## config.mk

```make
export PLATFORM = sky130hd
export DESIGN_NAME = serial_frame_tx
export DESIGN_NICKNAME = d
export VERILOG_FILES = /design/src/rtl/serial_frame_tx.sv
export SDC_FILE = /design/constraint.sdc
export NUM_CORES = 1
export LEC_CHECK = 0
export ABC_AREA = 1
export CORE_AREA = 10 10 59 61
export CTS_CLUSTER_SIZE = 28
export DETAILED_ROUTE_END_ITERATION = 16
export DIE_AREA = 0 0 69 71
export PLACE_DENSITY = 0.83
export RECOVER_POWER = 50
export SYNTH_ARGS = -nofsm -noshare
export SYNTH_HDL_FRONTEND = slang
export SYNTH_SLANG_ARGS = --single-unit
```

## constraint.sdc

```tcl
create_clock -name clk -period 3.89 [get_ports clk]
set_input_delay 0.9725 -clock clk [delete_from_list [all_inputs] [get_ports clk]]
set_output_delay 0.9725 -clock clk [all_outputs]
set_load 0.005 [all_outputs]
```

## src/rtl/serial_frame_tx.sv

```systemverilog
// Serial frame transmitter: start bit, MSB-first data, optional even parity, idle gap.
// Define SER_TX_PARITY_EN to insert the parity bit after the data bits.
module serial_frame_tx #(
  parameter int unsigned DATA_W  = 8,
  parameter int unsigned GAP_CYC = 2
) (
  input  logic              clk,
  input  logic              rst,
  input  logic              load_valid,
  input  logic [DATA_W-1:0] load_data,
  output logic              load_ready,
  output logic              x,
  output logic              busy,
  output logic [3:0]        bit_cnt,
  output logic              frame_done
);

`ifdef SER_TX_PARITY_EN
  localparam bit ParEn = 1'b1;
`else
  localparam bit ParEn = 1'b0;
`endif

  localparam logic [3:0] LastBit = 4'(DATA_W - 1);
  localparam logic [3:0] LastGap = 4'(GAP_CYC - 1);

  typedef enum logic [2:0] {StIdle, StStart, StData, StPar, StGap} state_e;

  state_e            state_q;
  logic [DATA_W-1:0] shift_q;
  logic              par_q;
  logic [3:0]        gap_cnt_q;

  assign load_ready = (state_q == StIdle);

  always_ff @(posedge clk or posedge rst) begin
    if (rst) begin
      state_q    <= StIdle;
      shift_q    <= '0;
      par_q      <= 1'b0;
      gap_cnt_q  <= '0;
      x          <= 1'b0;
      busy       <= 1'b0;
      bit_cnt    <= '0;
      frame_done <= 1'b0;
    end else begin
      frame_done <= 1'b0;
      case (state_q)
        StIdle: begin
          if (load_valid) begin
            shift_q <= load_data;
            par_q   <= ^load_data;
            x       <= 1'b1;
            busy    <= 1'b1;
            state_q <= StStart;
          end
        end
        StStart: begin
          x       <= shift_q[DATA_W-1];
          shift_q <= shift_q << 1;
          bit_cnt <= '0;
          state_q <= StData;
        end
        StData: begin
          if (bit_cnt == LastBit) begin
            bit_cnt   <= '0;
            gap_cnt_q <= '0;
            if (ParEn) begin
              x       <= par_q;
              state_q <= StPar;
            end else begin
              x       <= 1'b0;
              state_q <= StGap;
            end
          end else begin
            x       <= shift_q[DATA_W-1];
            shift_q <= shift_q << 1;
            bit_cnt <= bit_cnt + 4'd1;
          end
        end
        StPar: begin
          x         <= 1'b0;
          gap_cnt_q <= '0;
          state_q   <= StGap;
        end
        StGap: begin
          if (gap_cnt_q == LastGap) begin
            busy       <= 1'b0;
            frame_done <= 1'b1;
            state_q    <= StIdle;
          end else begin
            gap_cnt_q <= gap_cnt_q + 4'd1;
          end
        end
        default: state_q <= StIdle;
      endcase
    end
  end

endmodule

```

Yosys cells after proc, flatten, opt, wreduce, memory -nomap -nowiden

Cells that the tools add are included.

Register bits: 22
Input bits: 11
Output and inout port bits: 8

Equality and inequality tests: 11
Add/subtract/negate cells: 2
Reductions and logical operators: 11
Muxes and demuxes: 19

Operator list:

| cell                | number |
|---|---|
| $pmux 8 s3          | 1 |
| $mux 8              | 2 |
| $pmux 3 s5          | 1 |
| $mux 4              | 3 |
| $pmux 4 s3          | 1 |
| $reduce_and 3->1    | 4 |
| $ne 2x2->1 const B  | 5 |
| $mux 3              | 3 |
| $add 4x1->4 const B | 2 |
| $pmux 4 s2          | 1 |
| $eq 3x2->1 const B  | 2 |
| $reduce_bool 3->1   | 2 |
| $mux 1              | 5 |
| $eq 4x1->1 const B  | 1 |
| $eq 4x3->1 const B  | 1 |
| $pmux 1 s4          | 1 |
| $reduce_bool 2->1   | 2 |
| $reduce_bool 4->1   | 1 |
| $eq 3x1->1 const B  | 1 |
| $eq 3x3->1 const B  | 1 |
| $logic_not 3->1     | 1 |
| $pmux 1 s2          | 1 |
| $reduce_and 2->1    | 1 |

Logic depth before layout (Yosys ltp)

Gate-level depths: netlist of run 1.

Depth in word-level cells: 3
Gate-level depth with buffers: 8
Gate-level depth less buffers: 8

Worst setup path after synthesis of run 1

No wires, ideal clock.

Kind: reg-to-output
Start: register state_q[1]
End: output load_ready
Buffers on the path: 0
Arrival: 0.821 ns
Path slack: 2.097 ns
Required time: 2.918 ns
Cell stages (with the launch flop): 4
Cell sequence: dfrtp_1 > inv_2 > nand2_4 > nor2_1

Word-level cells in the longest chain between the ends: 1

RTL lines:

| item                     | RTL line | RTL |
|---|---|---|
| start: declaration       | 29       | `state_e state_q;` |
| start signal: assignment | 38       | `state_q <= StIdle;` |
| start signal: assignment | 55       | `state_q <= StStart;` |
| start signal: assignment | 62       | `state_q <= StData;` |
| $logic_not 3->1          | 34       | `assign load_ready = (state_q == StIdle);` |
| end: declaration         | 11       | `output logic load_ready,` |

Every way passes these cells.

Worst setup path in the final report of run 1

Same ends and word-level chain as after synthesis.

==> summary.md, run 1 <==
| Metric | Value |
|---|---|
| Buffers added on ports | `18` |
| Vias per cell | `5.33` |
| Cell Area, Synth | `between 0.001 and 0.0015 mm^2` |
| Critical path's top delay family | `buffers and inverters` |
| Layout Utilization | `0.615` |
| Vias in the first global route | `approximately 1100` |
| Cts bufs inserted | `3` |
| CTS tree | `built` |
| Clock share of power | `0.162` |
| Area Overhead vs Synth | `17.5%` |
| Hold_sp | `shift_q[0]` |
| Worst Hold Class | `register to register` |
| Layout cell share with drive strength beyond 1 | `0.0857` |
| FF-to-FF Start | `state_q[2]` |
| Hold-critical path depth | `2` |
| Root Driver | `clkbuf_4` |
| Clock tree buffer depth | `2` |
| CTS sink count | `22` |
| P_int | `632 uW` |
| Required time of the critical path | `roughly 3 ns` |
| CP Max Fanout | `10` |
| # diodes | `0` |
| Slowest cell delay on critical path | `between 0.5 and 0.6 ns` |
| Clk_lat worst skew | `0.32 ns` |
| Vias | `~1100` |
| Clk slew on worst S/H paths | `roughly 0.13 ns` |
| CTS resizes | `0` |
| Slowest cell on the critical path | `clkdlybuf4s50_1` |
| Routed Antenna Nets | `0` |
| Hold WS | `between 0.5 and 0.6 ns` |
| Worst R2R End | `shift_q[1]` |
| Seq cells post-synth | `22` |
| Synthesized netlist cell count | `156` |
| Sw Pwr | `between 400 and 500 uW` |
| Max-slew headroom | `0.433` |
| VDD IR max | `0.492 mV` |
| Kind of critical path | `register to output pin` |
| Metal2 WL | `1310 um` |
| DP Wirelength | `around 2000 um` |
| Worst setup SP type | `register` |
| Post-Syn Nets | `170` |
| Min Clock Period, post-route | `about 2.8 ns` |
| Reg power frac | `0.377` |
| Ports | `19` |
| DR WL/cell | `between 10 and 15 um` |
| CP bufs+invs | `2` |
| Slew Limit Fails | `0` |
| Max-cap check violation count | `0` |
| Drt initial violations | `76` |
| First-pass GRT wire length | `~4800 um` |
| Post-CTS setup buffer count | `0` |
| Die area | `slightly below 0.005 mm^2` |
| YS warnings | `0` |
| Num rows | `18` |
| Pre-antenna DRT Iters | `4` |
| Arrival time at the worst endpoint | `between 1.5 and 2 ns` |
| Final setup violating endpoints | `0` |
| Top cell type's share of synthesized area | `0.440` |
| RSZ-0062 raised after global routing | `no` |
| Outcome | `completed` |
| Nets | `190` |
| Fin Setup TNS | `0 ns` |
| Least-Margin Pin Slew | `0.849 ns` |
| Max Clk Rate | `~360 MHz` |
| Starting Density | `0.524` |
| Total Routed Length | `about 2800 um` |
| Gr usage total | `0.113` |
| RD Place Congestion | `around 0.81` |
| Met3 routed WL | `approximately 190 um` |
| Leading area contributor after synthesis | `dfrtp_1` |
| Synth unique cells | `24` |
| Switch share | `0.425` |
| Largest net degree at the start of global routing | `23` |
| Initial antenna violation count | `0` |
| Comb power frac | `0.461` |
| Final Hold Viols | `0` |
| Leading cell types in the layout, fill and taps excluded | `nand2_1 (57), dfrtp_1 (22), nand3_1 (20), clkdlybuf4s50_1 (16), inv_1 (14)` |
| R2R Setup Slk | `about 2.2 ns` |
| Htree depth | `1` |
| Most common cell after layout, fill and taps aside | `nand2_1` |
| CORE AREA | `between 0.002 and 0.0025 mm^2` |
| Max Used Layer | `met4` |
| Pwr dens | `between 700 and 800 mW/mm^2` |
| CP cell instances | `inv_2, nand2_4, nor2_1, clkdlybuf4s50_1` |
| Grt total ovfl | `0` |
| Average cell area after synthesis | `around 8.0 um^2` |
| P_leak | `0.000778 uW` |
| DRC viols | `0` |
| Chip width | `about 70 um` |
| Clock skew | `approximately 0.012 ns` |
| CTS Hold Bufs | `0` |
| Top cells by area, synth | `dfrtp_1 (44%), nand2_1 (17%), nand3_1 (7.2%)` |
| Cells on worst reg2reg path | `6` |
| Hold path endpoint | `shift_q[0]` |
| Seq/Total Area, Yosys | `0.440` |
| CP Capture Type | `output pin` |
| Routed length on met1 | `1220 um` |
| Fin crit share | `0.710` |
| Die Y-Extent | `71 um` |
-- final cells by class --
| class | instances | area (um^2) |
|---|---|---|
| clock inverter | 1 | 30.0 |
| tap | 30 | 37.5 |
| timing repair buffer | 18 | 180 |
| inverter | 16 | 60.1 |
| multi-input combinational | 115 | 588 |
| fill | 230 | 918 |
| clock buffer | 3 | 22.5 |
| sequential | 22 | 551 |
-- worst min-delay path, delay by kind of cell, from the launching register on --
family           cells  cell delay, ns
and+or+nand+nor      2            0.11
DFF                  1            0.37
-- power by group through the flow --
stage | clock network (uW) | logic [uW] | registers (uW)
after global routing | 188 | 584 | 425
after floorplan | 0 | 396 | 385
after CTS | 179 | 534 | 411
final | 178 | 508 | 414
after detailed placement | 0 | 530 | 413
after global placement | 0 | 503 | 408
-- kinds of logic (layout without fill, tap and decap cells) --
kind of cell	after synthesis	count (layout)	share of synthesized area
AND/OR/NAND/NOR	103	103	0.400
flip-flops	22	22	0.440
buffers and inverters	19	38	0.0691
AO/OA/AOI/OAI	6	6	0.0390
adder cells (fa/ha/maj)	3	3	0.0300
XOR/XNOR	3	3	0.0210
-- worst max path at each step --
| stage | end | start | cells after the start |
|---|---|---|---|
| after floorplan | load_ready | state_q[1] | 3 |
| after global placement | load_ready | state_q[1] | 4 |
| after detailed placement | load_ready | state_q[1] | 4 |
| after CTS | load_ready | state_q[1] | 4 |
| after global routing | load_ready | state_q[1] | 4 |
| final | load_ready | state_q[1] | 4 |
-- routing by layer --
| metal | vias up | track usage |
|---|---|---|
| li1 | 541 | - |
| met1 | 516 | 0.134 |
| met2 | 31 | 0.189 |
| met3 | 5 | 0.0335 |
| met4 | 0 | 0.0425 |
| met5 | - | 0 |
-- synthesized netlist by cell type (all sizes together) --
| cell | instances |
|---|---|
| ha | 3 |
| nor2 | 12 |
| xor2 | 3 |
| buf | 3 |
| o22ai | 1 |
| nand4 | 8 |
| inv | 16 |
| a21oi | 1 |
| nand2 | 59 |
| o21ai | 2 |
| a22o | 1 |
| dfrtp | 22 |
| o31ai | 1 |
| or2 | 3 |
| nand3 | 21 |
-- flip-flops by register name, indices dropped and copies added (netlist names) --
| signal | count |
|---|---|
| busy | 1 |
| state_q | 3 |
| bit_cnt | 4 |
| x | 1 |
| frame_done | 1 |
| shift_q | 8 |
| gap_cnt_q | 4 |
-- through the flow --
stage / setup slack [ns] / cell area (um^2) / cells / power (uW)
2_1_floorplan: 2.10 / 1250 / 156 / 781
3_3_place_gp: 1.54 / 1440 / 201 / 912
3_5_place_dp: 1.49 / 1440 / 201 / 943
4_1_cts: 1.10 / 1490 / 205 / 1120
5_1_grt: 1.04 / 1470 / 205 / 1200
6_report: 1.13 / 1470 / 205 / 1100
(Power assumes the default switching activity.)
==> run 2: changes to the inputs <==
Settings changed: CORE_AREA 10 10 59 61 to 10 10 61 63, DIE_AREA 0 0 69 71 to 0 0 71 73, PLACE_DENSITY 0.83 to 0.78.
Clock period 3.89 ns to 2.8 ns, I/O delays scaled along.
==> run 2 against run 1 <==
  * Clock-buffer cell count up 1
  * Global-route usage down 0.84 points
  * Die area up 5.8%
  * Wire length down 4.3%
  * Via count down 3.3%
  * First-iteration DRC count down 36%
==> summary.md, run 2 (synthesis results as in run 1) <==
| Metric | Value |
|---|---|
| Outcome | `completed` |
| Grt total ovfl | `0 (unchanged)` |
| Reg area | `551 um^2 (unchanged)` |
| Fin crit share | `0.887` |
| Cts bufs inserted | `3 (unchanged)` |
| CTS sink count | `22 (unchanged)` |
| Worst Hold Class | `register to register` |
| CTS Hold Bufs | `0 (unchanged)` |
| Htree depth | `1 (unchanged)` |
| R2R Setup Slk | `1.17 ns (-0.99 ns)` |
| Top flop regs | `shift_q (8), bit_cnt (4), gap_cnt_q (4)` |
| Worst R2R End | `shift_q[4]` |
| Kind of critical path | `register to output pin` |
| Clock skew | `0.00391 ns (-0.00855 ns)` |
| Pwr dens | `992 mW/mm^2 (+32%)` |
| Most flop-heavy register | `shift_q` |
| RD Place Congestion | `0.793 (-2.3%)` |
| DP Wirelength | `1990 um (+0.27%)` |
| RSZ-0062 raised after global routing | `no` |
| Most common cell after layout, fill and taps aside | `nand2_1` |
| Pre-antenna DRT Iters | `4 (unchanged)` |
| Fin Setup TNS | `0 ns (unchanged)` |
| CP bufs+invs | `2 (unchanged)` |
| Multi-input combinational cell area | `593 um^2 (+0.85%)` |
| Filler cell count | `272 (+18%)` |
| DRC viols | `0 (unchanged)` |
| Routed Antenna Nets | `0 (unchanged)` |
| Num rows | `19 (+1)` |
| # diodes | `0 (unchanged)` |
| Total Routed Length | `2630 um (-4.3%)` |
| FF-to-FF Start | `state_q[2]` |
| Buffers added on ports | `18 (unchanged)` |
| Vias in the first global route | `1098 (+0.73%)` |
| Drt initial violations | `49 (-36%)` |
| Root Driver | `clkbuf_4` |
| Worst setup SP type | `register` |
| Max-slew headroom | `0.210 (-0.223)` |
| Required time of the critical path | `2.10 ns (-0.82 ns)` |
| Slowest cell delay on critical path | `0.54 ns (about the same)` |
| Nets | `191 (+0.53%)` |
| Hold_sp | `busy` |
| Arrival time at the worst endpoint | `1.78 ns (about the same)` |
| Cells on worst reg2reg path | `6 (unchanged)` |
| CP cell instances | `inv_1, nand2_4, nor2_1, clkdlybuf4s50_1` |
| CP Capture Type | `output pin` |
| Die area | `0.00518 mm^2 (+5.8%)` |
| Layout Utilization | `0.559 (-0.0560)` |
| Vias | `1057 (-3.3%)` |
| Final setup violating endpoints | `0 (unchanged)` |
| Clk_lat worst skew | `0.31 ns (about the same)` |
| Critical path's top delay family | `buffers and inverters` |
| Clock tree buffer depth | `2 (unchanged)` |
| Max FFs per register | `8 (unchanged)` |
| DR WL/cell | `12.7 um (-5.2%)` |
| Initial antenna violation count | `0 (unchanged)` |
| Worst setup path end | `load_ready` |
| P_leak | `0.000774 uW (-0.48%)` |
| Vias per cell | `5.11 (-4.2%)` |
| First-pass GRT wire length | `4630 um (-4.4%)` |
| CTS resizes | `0 (unchanged)` |
| Gr usage total | `0.105 (-0.00839)` |
| VDD IR max | `0.602 mV (+22%)` |
| Clk slew on worst S/H paths | `0.12 ns (about the same)` |
| Min Clock Period, post-route | `about 2.5 ns` |
| Slew Limit Fails | `0 (unchanged)` |
| Layout cell share with drive strength beyond 1 | `0.0852 (-0.000487)` |
| Slowest cell on the critical path | `clkdlybuf4s50_1` |
| Die Y-Extent | `73 um (+2.8%)` |
| Largest net degree at the start of global routing | `23 (unchanged)` |
| Max-cap check violation count | `0 (unchanged)` |
| CP startpoint | `state_q[0]` |
| CP Max Fanout | `10 (unchanged)` |
| Post-CTS setup buffer count | `0 (unchanged)` |
| Levels on crit path | `4 (unchanged)` |
| Ports | `19 (unchanged)` |
| CORE AREA | `0.00262 mm^2 (+9.5%)` |
| Leading cell types in the layout, fill and taps excluded | `nand2_1 (57), dfrtp_1 (22), nand3_1 (19), clkdlybuf4s50_1 (17), inv_1 (15)` |
| Area Overhead vs Synth | `17.0%` |
| CTS tree | `built` |
| Final Hold Viols | `0 (unchanged)` |
| Max Clk Rate | `approximately 400 MHz` |
| Chip width | `71 um (+2.9%)` |
| Least-Margin Pin Slew | `1.18 ns (+0.336 ns)` |
| Starting Density | `0.478 (-0.0456)` |
[run 2: changes by cell type in the layout (fill, tap and decap cells not counted), sizes merged]
cell | previous run | this run
clkdlybuf4s50 | 16 | 17
bufinv | 1 | 0
dlygate4sd3 | 2 | 1
clkbuf | 3 | 5
[run 2: power breakdown]
| group | switching (uW) | internal, uW |
|---|---|---|
| combinational | 415 | 292 |
| sequential | 124 | 444 |
| clock | 96.3 | 79.4 |
| total | 636 | 816 |
[run 2: cell type report]
type | count | area share
Clock buffer | 4 | 0.0248
Inverter | 16 | 0.0411
Multi-Input combinational cell | 115 | 0.405
Sequential cell | 22 | 0.376
Tap cell | 31 | 0.0265
Timing Repair Buffer | 19 | 0.126
[run 2: how the worst min path moves through the flow]
stage                      end  depth (start not counted)
detailed placement  shift_q[0]                          2
floorplan           shift_q[0]                          2
global route        shift_q[5]                          2
global placement          busy                          2
finish                    busy                          2
CTS                 shift_q[0]                          2
[run 2: worst min-delay path, cell delays in order (launching register included)]
cell and delay, ns:
dfrtp_1 0.37, nand2_1 0.06, nand2_1 0.05
[run 2: per-layer routing]
| metal | wire length [um] | track usage | vias up |
|---|---|---|---|
| met5 | 0 | 0 | - |
| met1 | 1230 | 0.121 | 493 |
| li1 | - | - | 539 |
| met3 | 164 | 0.0286 | 2 |
| met2 | 1220 | 0.177 | 23 |
| met4 | 17 | 0.0495 | 0 |
[run 2: through the flow]
stage          cell area [um^2]  cells  power [uW]  hold WS [ns]  setup slack, ns
5_1_grt                    1460    207        1600         0.525            0.187
3_5_place_dp               1450    203        1310         0.466            0.692
2_1_floorplan              1250    156        1090         0.442             1.28
4_1_cts                    1490    207        1490         0.502            0.313
6_report                   1460    207        1450         0.497            0.317
3_3_place_gp               1450    203        1270         0.459            0.723
